[src/rtl/mem_dmem_ctrl.sv]
// MEM-stage data-memory initiator: aligns the access, builds byte masks and store data,
// and runs a single-outstanding request/response handshake with the data cache.
module mem_dmem_ctrl #(
    parameter int XLEN = 32
) (
    input  logic            clk,
    input  logic            rst,
    input  logic            valid_in,
    input  logic            mem_read,
    input  logic            mem_write,
    input  logic [2:0]      funct3,
    input  logic [XLEN-1:0] addr,
    input  logic [XLEN-1:0] store_data,
    input  logic            advance,
    input  logic            dmem_resp,
    input  logic [XLEN-1:0] dmem_rdata,
    output logic            dmem_read,
    output logic            dmem_write,
    output logic [XLEN-1:0] dmem_addr,
    output logic [3:0]      dmem_wmask,
    output logic [XLEN-1:0] dmem_wdata,
    output logic            stall_out,
    output logic [XLEN-1:0] rdata_out,
    output logic [1:0]      bit_shift,
    output logic [XLEN-1:0] addr_aligned,
    output logic [3:0]      rmask_out,
    output logic [3:0]      wmask_out,
    output logic            trap_out
);
    typedef enum logic [1:0] {IDLE, REQ, DONE} state_t;

    state_t     state;
    logic [1:0] off;
    logic [3:0] size_mask;
    logic       misaligned;
    logic       is_mem;
    logic       op;

    assign off = addr[1:0];

    // Unsupported funct3 encodings fall into the word case
    always_comb begin
        size_mask  = 4'b1111;
        misaligned = (off != 2'b00);
        case (funct3)
            3'b000, 3'b100: begin
                size_mask  = 4'b0001 << off;
                misaligned = 1'b0;
            end
            3'b001, 3'b101: begin
                size_mask  = 4'b0011 << off;
                misaligned = off[0];
            end
            default: ;
        endcase
    end

    assign is_mem       = valid_in & (mem_read | mem_write);
    assign trap_out     = is_mem & misaligned;
    assign op           = is_mem & ~misaligned;
    assign rmask_out    = (op & mem_read)  ? size_mask : 4'b0000;
    assign wmask_out    = (op & mem_write) ? size_mask : 4'b0000;
    assign bit_shift    = off;
    assign addr_aligned = {addr[XLEN-1:2], 2'b00};
    assign stall_out    = op & (state != DONE);

    always_ff @(posedge clk) begin
        if (rst) begin
            state      <= IDLE;
            dmem_read  <= 1'b0;
            dmem_write <= 1'b0;
            dmem_addr  <= '0;
            dmem_wmask <= '0;
            dmem_wdata <= '0;
            rdata_out  <= '0;
        end else begin
            case (state)
                IDLE: begin
                    if (op) begin
                        state      <= REQ;
                        dmem_read  <= mem_read;
                        dmem_write <= mem_write;
                        dmem_addr  <= addr_aligned;
                        dmem_wmask <= wmask_out;
                        dmem_wdata <= store_data << {off, 3'b000};
                    end
                end
                REQ: begin
                    if (dmem_resp) begin
                        if (dmem_read)
                            rdata_out <= dmem_rdata;
                        dmem_read  <= 1'b0;
                        dmem_write <= 1'b0;
                        state      <= DONE;
                    end
                end
                DONE: begin
                    // Result is held until MEM/WB takes it; the request is never re-issued
                    if (advance)
                        state <= IDLE;
                end
                default: state <= IDLE;
            endcase
        end
    end
endmodule

[config.mk]
export PLATFORM = sky130hd
export DESIGN_NAME = mem_dmem_ctrl
export DESIGN_NICKNAME = d
export VERILOG_FILES = /design/src/rtl/mem_dmem_ctrl.sv
export SDC_FILE = /design/constraint.sdc
export NUM_CORES = 1
export LEC_CHECK = 0
export CORE_UTILIZATION = 37
export DETAILED_ROUTE_END_ITERATION = 10
export GPL_TIMING_DRIVEN = 0
export PLACE_DENSITY = 0.89
export SLEW_MARGIN = 20
export SYNTH_ARGS = -nofsm -noshare
export SYNTH_HDL_FRONTEND = slang
export SYNTH_SLANG_ARGS = --single-unit
[constraint.sdc]
create_clock -name clk -period 1.6 [get_ports clk]
set_input_delay 0.32 -clock clk [delete_from_list [all_inputs] [get_ports clk]]
set_output_delay 0.32 -clock clk [all_outputs]
set_load 0.1 [all_outputs]
==> results of run 1 <==
==> cells in the mapped netlist, types with 5 or more instances <==
| master | n |
|---|---|
| mux2_2 | 9 |
| dfxtp_1 | 102 |
| nor2_1 | 5 |
| and2_1 | 8 |
| a21oi_1 | 34 |
| buf_2 | 12 |
| clkbuf_1 | 27 |
| nor3_1 | 7 |
| buf_6 | 5 |
| buf_4 | 37 |
| a2bb2oi_1 | 7 |
| a211oi_1 | 15 |
| mux2i_1 | 59 |
| o31ai_1 | 8 |
| nand2b_1 | 82 |
| a41oi_1 | 8 |
| nor2b_1 | 18 |
| o41ai_1 | 10 |
| nand2_1 | 84 |
==> timing repair <==
action / CTS / global route
gates resized for setup: 640 / 96
pin swaps: 7 / 9
gates cloned: 4 / 0
endpoints found under the setup margin: 244 / 151
setup buffers: 16 / 9
==> layout make-up <==
class,count,area [µm²]
Fill cell,1079,4640
Multi-Input combinational cell,385,2770
Timing Repair Buffer,268,2640
Sequential cell,102,2050
Buffer,80,651
Clock buffer,13,270
Tap cell,176,220
Clock inverter,3,50.0
Inverter,1,3.75
==> kinds of logic after synthesis <==
family          Yosys count  share of synthesized area [%]
compound gates           89                           12.2
xor+xnor                  1                          0.173
buf+inv                  84                           9.99
flops                   102                           40.2
mux                      68                           13.6
other cells               1                         0.0739
simple gates            223                           23.7
==> power groups by stage <==
stage          combinational, mW  sequential [mW]  clock (mW)
2_1_floorplan              0.998             3.31           0
3_3_place_gp                2.24             2.72           0
3_5_place_dp                2.25             2.73           0
4_1_cts                     2.37             2.67        2.41
5_1_grt                     2.46             2.68        2.50
6_report                    2.37             2.67        2.36
==> metrics by stage <==
step | util, % | setup slack, ns | instance area (µm²)
floorplan | - | -0.556 | 5270
global placement | 59.6 | -1.56 | 7930
detailed placement | 59.6 | -1.60 | 7930
CTS | 66.0 | -0.139 | 8770
global route | 65.1 | -0.141 | 8660
finish | 65.1 | -0.0942 | 8660
==> layer usage <==
metal  track usage (%)  routed length, µm  share of wire (%)
met1              28.3               7030                 41
met2              40.0               8150                 48
met3              6.37               1320                7.7
met4              9.97                472                2.8
met5                 0                  0                  0
==> worst max-delay path, delay by kind of cell (launching register included) <==
family | cells | cell delay [ns]
buffers and inverters | 1 | 0.26
AND/OR/NAND/NOR | 2 | 0.41
flip-flops | 1 | 0.35
==> state kept, by name (all words and copies together) (netlist names) <==
name        cells
state           2
dmem_read       1
dmem_write      1
rdata_out      32
dmem_addr      30
dmem_wmask      4
dmem_wdata     32
==> worst min path at each step <==
stage | depth (start not counted) | to | start | slack, ns
floorplan | 1 | state[0]$_SDFFE_PP0P_ | dmem_resp | 0.42
global placement | 2 | rdata_out[9]$_SDFFE_PP0P_ | rdata_out[9]$_SDFFE_PP0P_ | 0.44
detailed placement | 2 | rdata_out[28]$_SDFFE_PP0P_ | rdata_out[28]$_SDFFE_PP0P_ | 0.45
CTS | 3 | dmem_wmask[2]$_SDFFE_PP0P_ | addr[0] | 0.31
global route | 3 | dmem_wmask[2]$_SDFFE_PP0P_ | addr[0] | 0.32
finish | 3 | dmem_wmask[2]$_SDFFE_PP0P_ | addr[0] | 0.31
==> cell usage in the layout (no fill, tap or decap), drive strengths merged, types with 9 or more instances in the layout <==
cell type	instances
clkdlybuf4s50	97
clkdlybuf4s18	29
clkdlybuf4s15	51
nand2	84
a21oi	34
clkbuf	37
a211oi	15
mux2i	59
mux2	9
nand2b	82
dfxtp	102
nor2b	18
o41ai	10
buf	145
==> metrics.cfg, run 1 <==
[yosys]
synth.ff_latch_count = 102
synth-edff-count = 0
post_synth_inst_count = 568
post_synth_main_area_contributors = dfxtp_1, mux2i_1, nand2b_1
yosysTopAreaCellShare_pct = 40.2
synth.cell_area_mm2 = 0.00507
ys_types = 42
syn_avg_cell_area_um2 = 8.93
synth_async_sr_flop_share_pct = 0
synth.largest_area_cell = dfxtp_1
synth_top_flop_cell = dfxtp_1
ys_seq_area_share_pct = 40.2
yosys_warnings = 0

[layout]
final-instance-count-excl-fill = 1028
layout.nets = 953
area_growth_pct = 70.6
fraction_of_layout_instances_using_a_drive_strength_above_1_pct = 34.9
diodes = 0

[pwr]
power.static_leakage_nw = 3.44
net-switching-power_mw = 2.60
irDropWorstVdd_uv = 610
p_per_area_mw_per_mm2 = 854
power.clock.fraction_pct = 31.9
seq_power_share_pct = 36.1
power_report.internal_total_mw = 4.80
power.share.switching_pct = 35.1
share_comb_of_total_power_pct = 32.0
report.power.total_mw = 7.40

[clock_network]
cts.reportedPaths.clkPinSlew_ns = 0.07
cts_buffer_depth = 2
cts_tree = done
cts_hold_buf = 0
h-tree-depth = 3
tritoncts_num_sinks = 102
cts_root_buf = clkbuf_16
clock_latency_at_the_later_pin_of_the_worst_skew_pair_ns = 0.35
cts_inserted_buffers = 9

[floorplan]
io-pin-count = 252
initial_core_util_pct = 38.2
die-area_mm2 = 0.0142
core.rowCount = 42
die_span_in_y_um = 119
die_x_um = 119
design.core.area_mm2 = 0.0133

[sta]
relSlewSlack_pct = 36.8
grt_setup_unrepaired = true
final_min_period_over_clock_period_pct = 106
layout_setup_ws_ns = -0.0942
finalMaxSlewViolations = 0
max_clock_freq_ghz = 0.590
skew_ns = 0.00501
finalHoldViolations = 0
worst-slew-pin-transition_ns = 0.951
tns_ns = -0.264
holdWs_ns = 0.314
finalWorstPathRequiredPeriod_ns = 1.69
setup_viols_final = 3

[global_routing]
grt.total_usage_pct = 23.7
grt_first_pass_wirelength_um = 26200
maximum_number_of_pins_on_one_net_before_global_route_repair = 17
initial_antenna_violation_count = 0
vias_in_the_first_global_route = 5014
grt_remaining_overflow = 0

[critical_path]
endpoint = stall_out
path_max_fanout = 2
worstPathCellList = nor2b_4, nor4_4, buf_6
timing.reg2reg.setup_slack_ns = 0.03
crit_slowest_cell = dfxtp_4
crit_required_ns = 1.28
reg2reg_from = state[1]$_SDFFE_PP0P_
worst-endpoint-arrival_ns = 1.37
regToRegEndpoint = dmem_wdata[26]$_SDFFE_PP0P_
critPathMaxStageDelay_ns = 0.35
worstSetupEndpointType = output port
worstSetupStartpoint = state[1]$_SDFFE_PP0P_
timing.reg2reg.worst_path_depth = 5
worst_setup_path_start_kind = flip-flop
critPathKind = reg -> out

[status]
violations = negative setup slack
outcome = finished, violations left

[routing]
postRouteAntennaNets = 0
route.detailed.wl_per_inst_um = 16.5
first_iteration_detailed_routing_drc_count = 255
dr.pass1.iters = 4
num_vias = 5095
drc = 0
wl_um = 17000
via_per_inst = 4.96

[place]
place.detailed.instances = 990
portBuffers = 243
dpl.hpwl_um = 12100
globalplace.congestion = 0.856

[worst_hold_path]
min_path_type = in -> reg

[run]
max_cap_viol_count = 0

No activity file was read; power rests on OpenSTA's default activity.
==> run 2, diff against run 1 <==
--- a/config.mk
+++ b/config.mk
@@ -5,11 +5,13 @@
 export SDC_FILE = /design/constraint.sdc
 export NUM_CORES = 1
 export LEC_CHECK = 0
-export CORE_UTILIZATION = 37
+export CORE_UTILIZATION = 38
+export CTS_BUF_LIST = sky130_fd_sc_hd__clkbuf_8
 export DETAILED_ROUTE_END_ITERATION = 10
 export GPL_TIMING_DRIVEN = 0
-export PLACE_DENSITY = 0.89
+export PLACE_DENSITY = 0.9
 export SLEW_MARGIN = 20
 export SYNTH_ARGS = -nofsm -noshare
 export SYNTH_HDL_FRONTEND = slang
 export SYNTH_SLANG_ARGS = --single-unit
+export TNS_END_PERCENT = 1
==> run 2 against run 1 <==
Compared with the run above:
- the flow still finishes with violations (negative setup slack)
- power down 11%
- utilization down 4.7 points
- clock skew up 0.0052 ns
- via count down 2.8%
- global-route usage down 0.55 points
- count of clock-buffer cells in the layout down 3
- die area down 2.6%
- critical path type is now in -> out
- largest power group unchanged
==> metrics.cfg, run 2 (synthesized netlist as in run 1, its figures left out) <==
[critical_path]
worstSetupEndpointType = output port  ; unchanged
crit_slowest_cell = or3_4  ; was dfxtp_4
timing.reg2reg.worst_path_depth = 6  ; was 5
reg2reg_from = state[1]$_SDFFE_PP0P_  ; unchanged
path_max_fanout = 9  ; was 2
worstSetupStartpoint = funct3[1]  ; was state[1]$_SDFFE_PP0P_
crit_required_ns = 1.28  ; about the same
critPathMaxStageDelay_ns = 0.42  ; was 0.35 ns
timing.reg2reg.setup_slack_ns = -0.03  ; was 0.03 ns
critPathKind = in -> out  ; was reg -> out
worst-endpoint-arrival_ns = 1.37  ; about the same
regToRegEndpoint = dmem_wdata[14]$_SDFFE_PP0P_  ; was dmem_wdata[26]$_SDFFE_PP0P_
worst_setup_path_start_kind = primary input  ; was flip-flop
worstPathCellList = buf_8, o21a_4, or3_4, nor2_4, buf_12  ; was nor2b_4, nor4_4, buf_6

[routing]
via_per_inst = 4.91  ; was 4.96
first_iteration_detailed_routing_drc_count = 223  ; was 255
dr.pass1.iters = 5  ; was 4
drc = 0  ; unchanged
wl_um = 16300  ; was 17000 µm
num_vias = 4951  ; was 5095
postRouteAntennaNets = 0  ; unchanged
route.detailed.wl_per_inst_um = 16.1  ; was 16.5 µm

[clock_network]
cts_hold_buf = 0  ; unchanged
cts_buffer_depth = 2  ; unchanged
cts_inserted_buffers = 9  ; unchanged
cts_root_buf = clkbuf_8  ; was clkbuf_16
tritoncts_num_sinks = 102  ; unchanged
h-tree-depth = 3  ; unchanged
cts_tree = done  ; unchanged
cts.reportedPaths.clkPinSlew_ns = 0.09  ; was 0.07 ns
clock_latency_at_the_later_pin_of_the_worst_skew_pair_ns = 0.37  ; was 0.35 ns

[layout]
most_common_cell_after_layout_fill_and_taps_aside = buf_2  ; was dfxtp_1
fraction_of_layout_instances_using_a_drive_strength_above_1_pct = 32.6  ; was 34.9%
layout_top_registers = dmem_wdata x32, rdata_out x32, dmem_addr x30  ; unchanged
fillerInstances = 1147  ; was 1079
final_cell_mix = buf_2, dfxtp_1, clkdlybuf4s50_1  ; was dfxtp_1, clkdlybuf4s50_1, buf_4
layout.nets = 936  ; was 953
final-instance-count-excl-fill = 1008  ; was 1028
postLayoutCoreUtil_pct = 60.4  ; was 65.1%
area_growth_pct = 52.6  ; was 70.6%
layout.cell_area.non_filler_mm2 = 0.00774  ; was 0.00866 mm²

[sta]
relSlewSlack_pct = 60.5  ; was 36.8%
setup_viols_final = 20  ; was 3
finalWorstPathRequiredPeriod_ns = 1.69  ; about the same
skew_ns = 0.0103  ; was 0.00501 ns
finalMaxSlewViolations = 0  ; unchanged
worst-slew-pin-transition_ns = 0.591  ; was 0.951 ns
finalHoldViolations = 0  ; unchanged
holdWs_ns = 0.270  ; was 0.314 ns
final_min_period_over_clock_period_pct = 105  ; was 106%
max_clock_freq_ghz = 0.593  ; was 0.590 GHz
layout_setup_ws_ns = -0.0875  ; was -0.0942 ns
grt_setup_unrepaired = true  ; unchanged

[run]
max_cap_viol_count = 0  ; unchanged

[pwr]
report.power.total_mw = 6.57  ; was 7.40 mW
p_per_area_mw_per_mm2 = 849  ; was 854 mW/mm²
irDropWorstVdd_uv = 401  ; was 610 µV
power.static_leakage_nw = 3.33  ; was 3.44 nW

[global_routing]
grt_first_pass_wirelength_um = 25600  ; was 26200 µm
initial_antenna_violation_count = 0  ; unchanged
grt_remaining_overflow = 0  ; unchanged
maximum_number_of_pins_on_one_net_before_global_route_repair = 17  ; unchanged
grt.total_usage_pct = 23.2  ; was 23.7%
vias_in_the_first_global_route = 4830  ; was 5014

[floorplan]
die-area_mm2 = 0.0138  ; was 0.0142 mm²
io-pin-count = 252  ; unchanged
core.rowCount = 41  ; was 42
die_span_in_y_um = 118  ; was 119 µm
design.core.area_mm2 = 0.0128  ; was 0.0133 mm²
initial_core_util_pct = 39.6  ; was 38.2%
die_x_um = 118  ; was 119 µm

[worst_hold_path]
min_path_cells = 3  ; unchanged
source_of_the_worst_hold_timing_path = mem_write  ; was addr[0]
min_path_type = in -> reg  ; unchanged
whs_endpoint = dmem_write$_SDFFE_PP0P_  ; was dmem_wmask[2]$_SDFFE_PP0P_

[place]
place.detailed.instances = 986  ; was 990
dpl.hpwl_um = 12100  ; about the same
globalplace.congestion = 0.820  ; was 0.856
placed_cell_areas_mm2 = 0.00784  ; was 0.00793 mm²
portBuffers = 243  ; unchanged

[status]
violations = negative setup slack  ; unchanged
outcome = finished, violations left  ; unchanged

run 2: where the power goes:
part,switching (mW),internal (mW)
clock network,0.925,0.762
registers,0.0473,2.62
logic,1.51,0.711
total,2.48,4.09
run 2: timing repair:
item | 4_1_cts | 5_1_grt
pin swaps | 6 | 5
setup endpoints to repair | 237 | 146
setup buffers | 2 | 4
resized for setup | 671 | 112
run 2: metrics by stage:
| stage | TNS, ns | worst slack, ns |
|---|---|---|
| finish | -0.511 | -0.0875 |
| global route | -3.06 | -0.118 |
| CTS | -5.38 | -0.203 |
| detailed placement | -120.48 | -1.56 |
| global placement | -118.92 | -1.54 |
| floorplan | -11.75 | -0.556 |
run 2: how the worst max path moves through the flow:
stage / end / slack (ns) / cells after the start
floorplan: stall_out / -0.56 / 4
global placement: stall_out / -1.54 / 5
detailed placement: stall_out / -1.56 / 5
CTS: stall_out / -0.20 / 3
global route: stall_out / -0.12 / 3
finish: rmask_out[1] / -0.09 / 5
run 2: critical path: cells and delay by family:
| family | cells | cell delay [ns] |
|---|---|---|
| compound gates | 1 | 0.20 |
| buf+inv | 2 | 0.30 |
| simple gates | 2 | 0.54 |
run 2: layer usage:
layer  vias to the layer above  track usage [%]  routed length (µm)  part of all wire (%)
li1                       2428                -                   -                     -
met1                      2286             27.0                6640                    41
met2                       215             41.3                8120                    50
met3                        22             6.64                1270                   7.8
met4                         0             6.01                 254                   1.6
met5                         -                0                   0                     0
run 2: layout make-up:
class                   count  area [µm²]  area share (%)
inverters                   1        3.75          0.0485
well taps                 172         215            2.78
multi-input cells         385        2680            34.6
clock buffers              10         138            1.78
clock inverters             6        61.3           0.792
plain buffers              82         616            7.95
flip-flops and latches    102        2050            26.5
repair buffers            249        1980            25.6
diodes                      1        2.50          0.0323
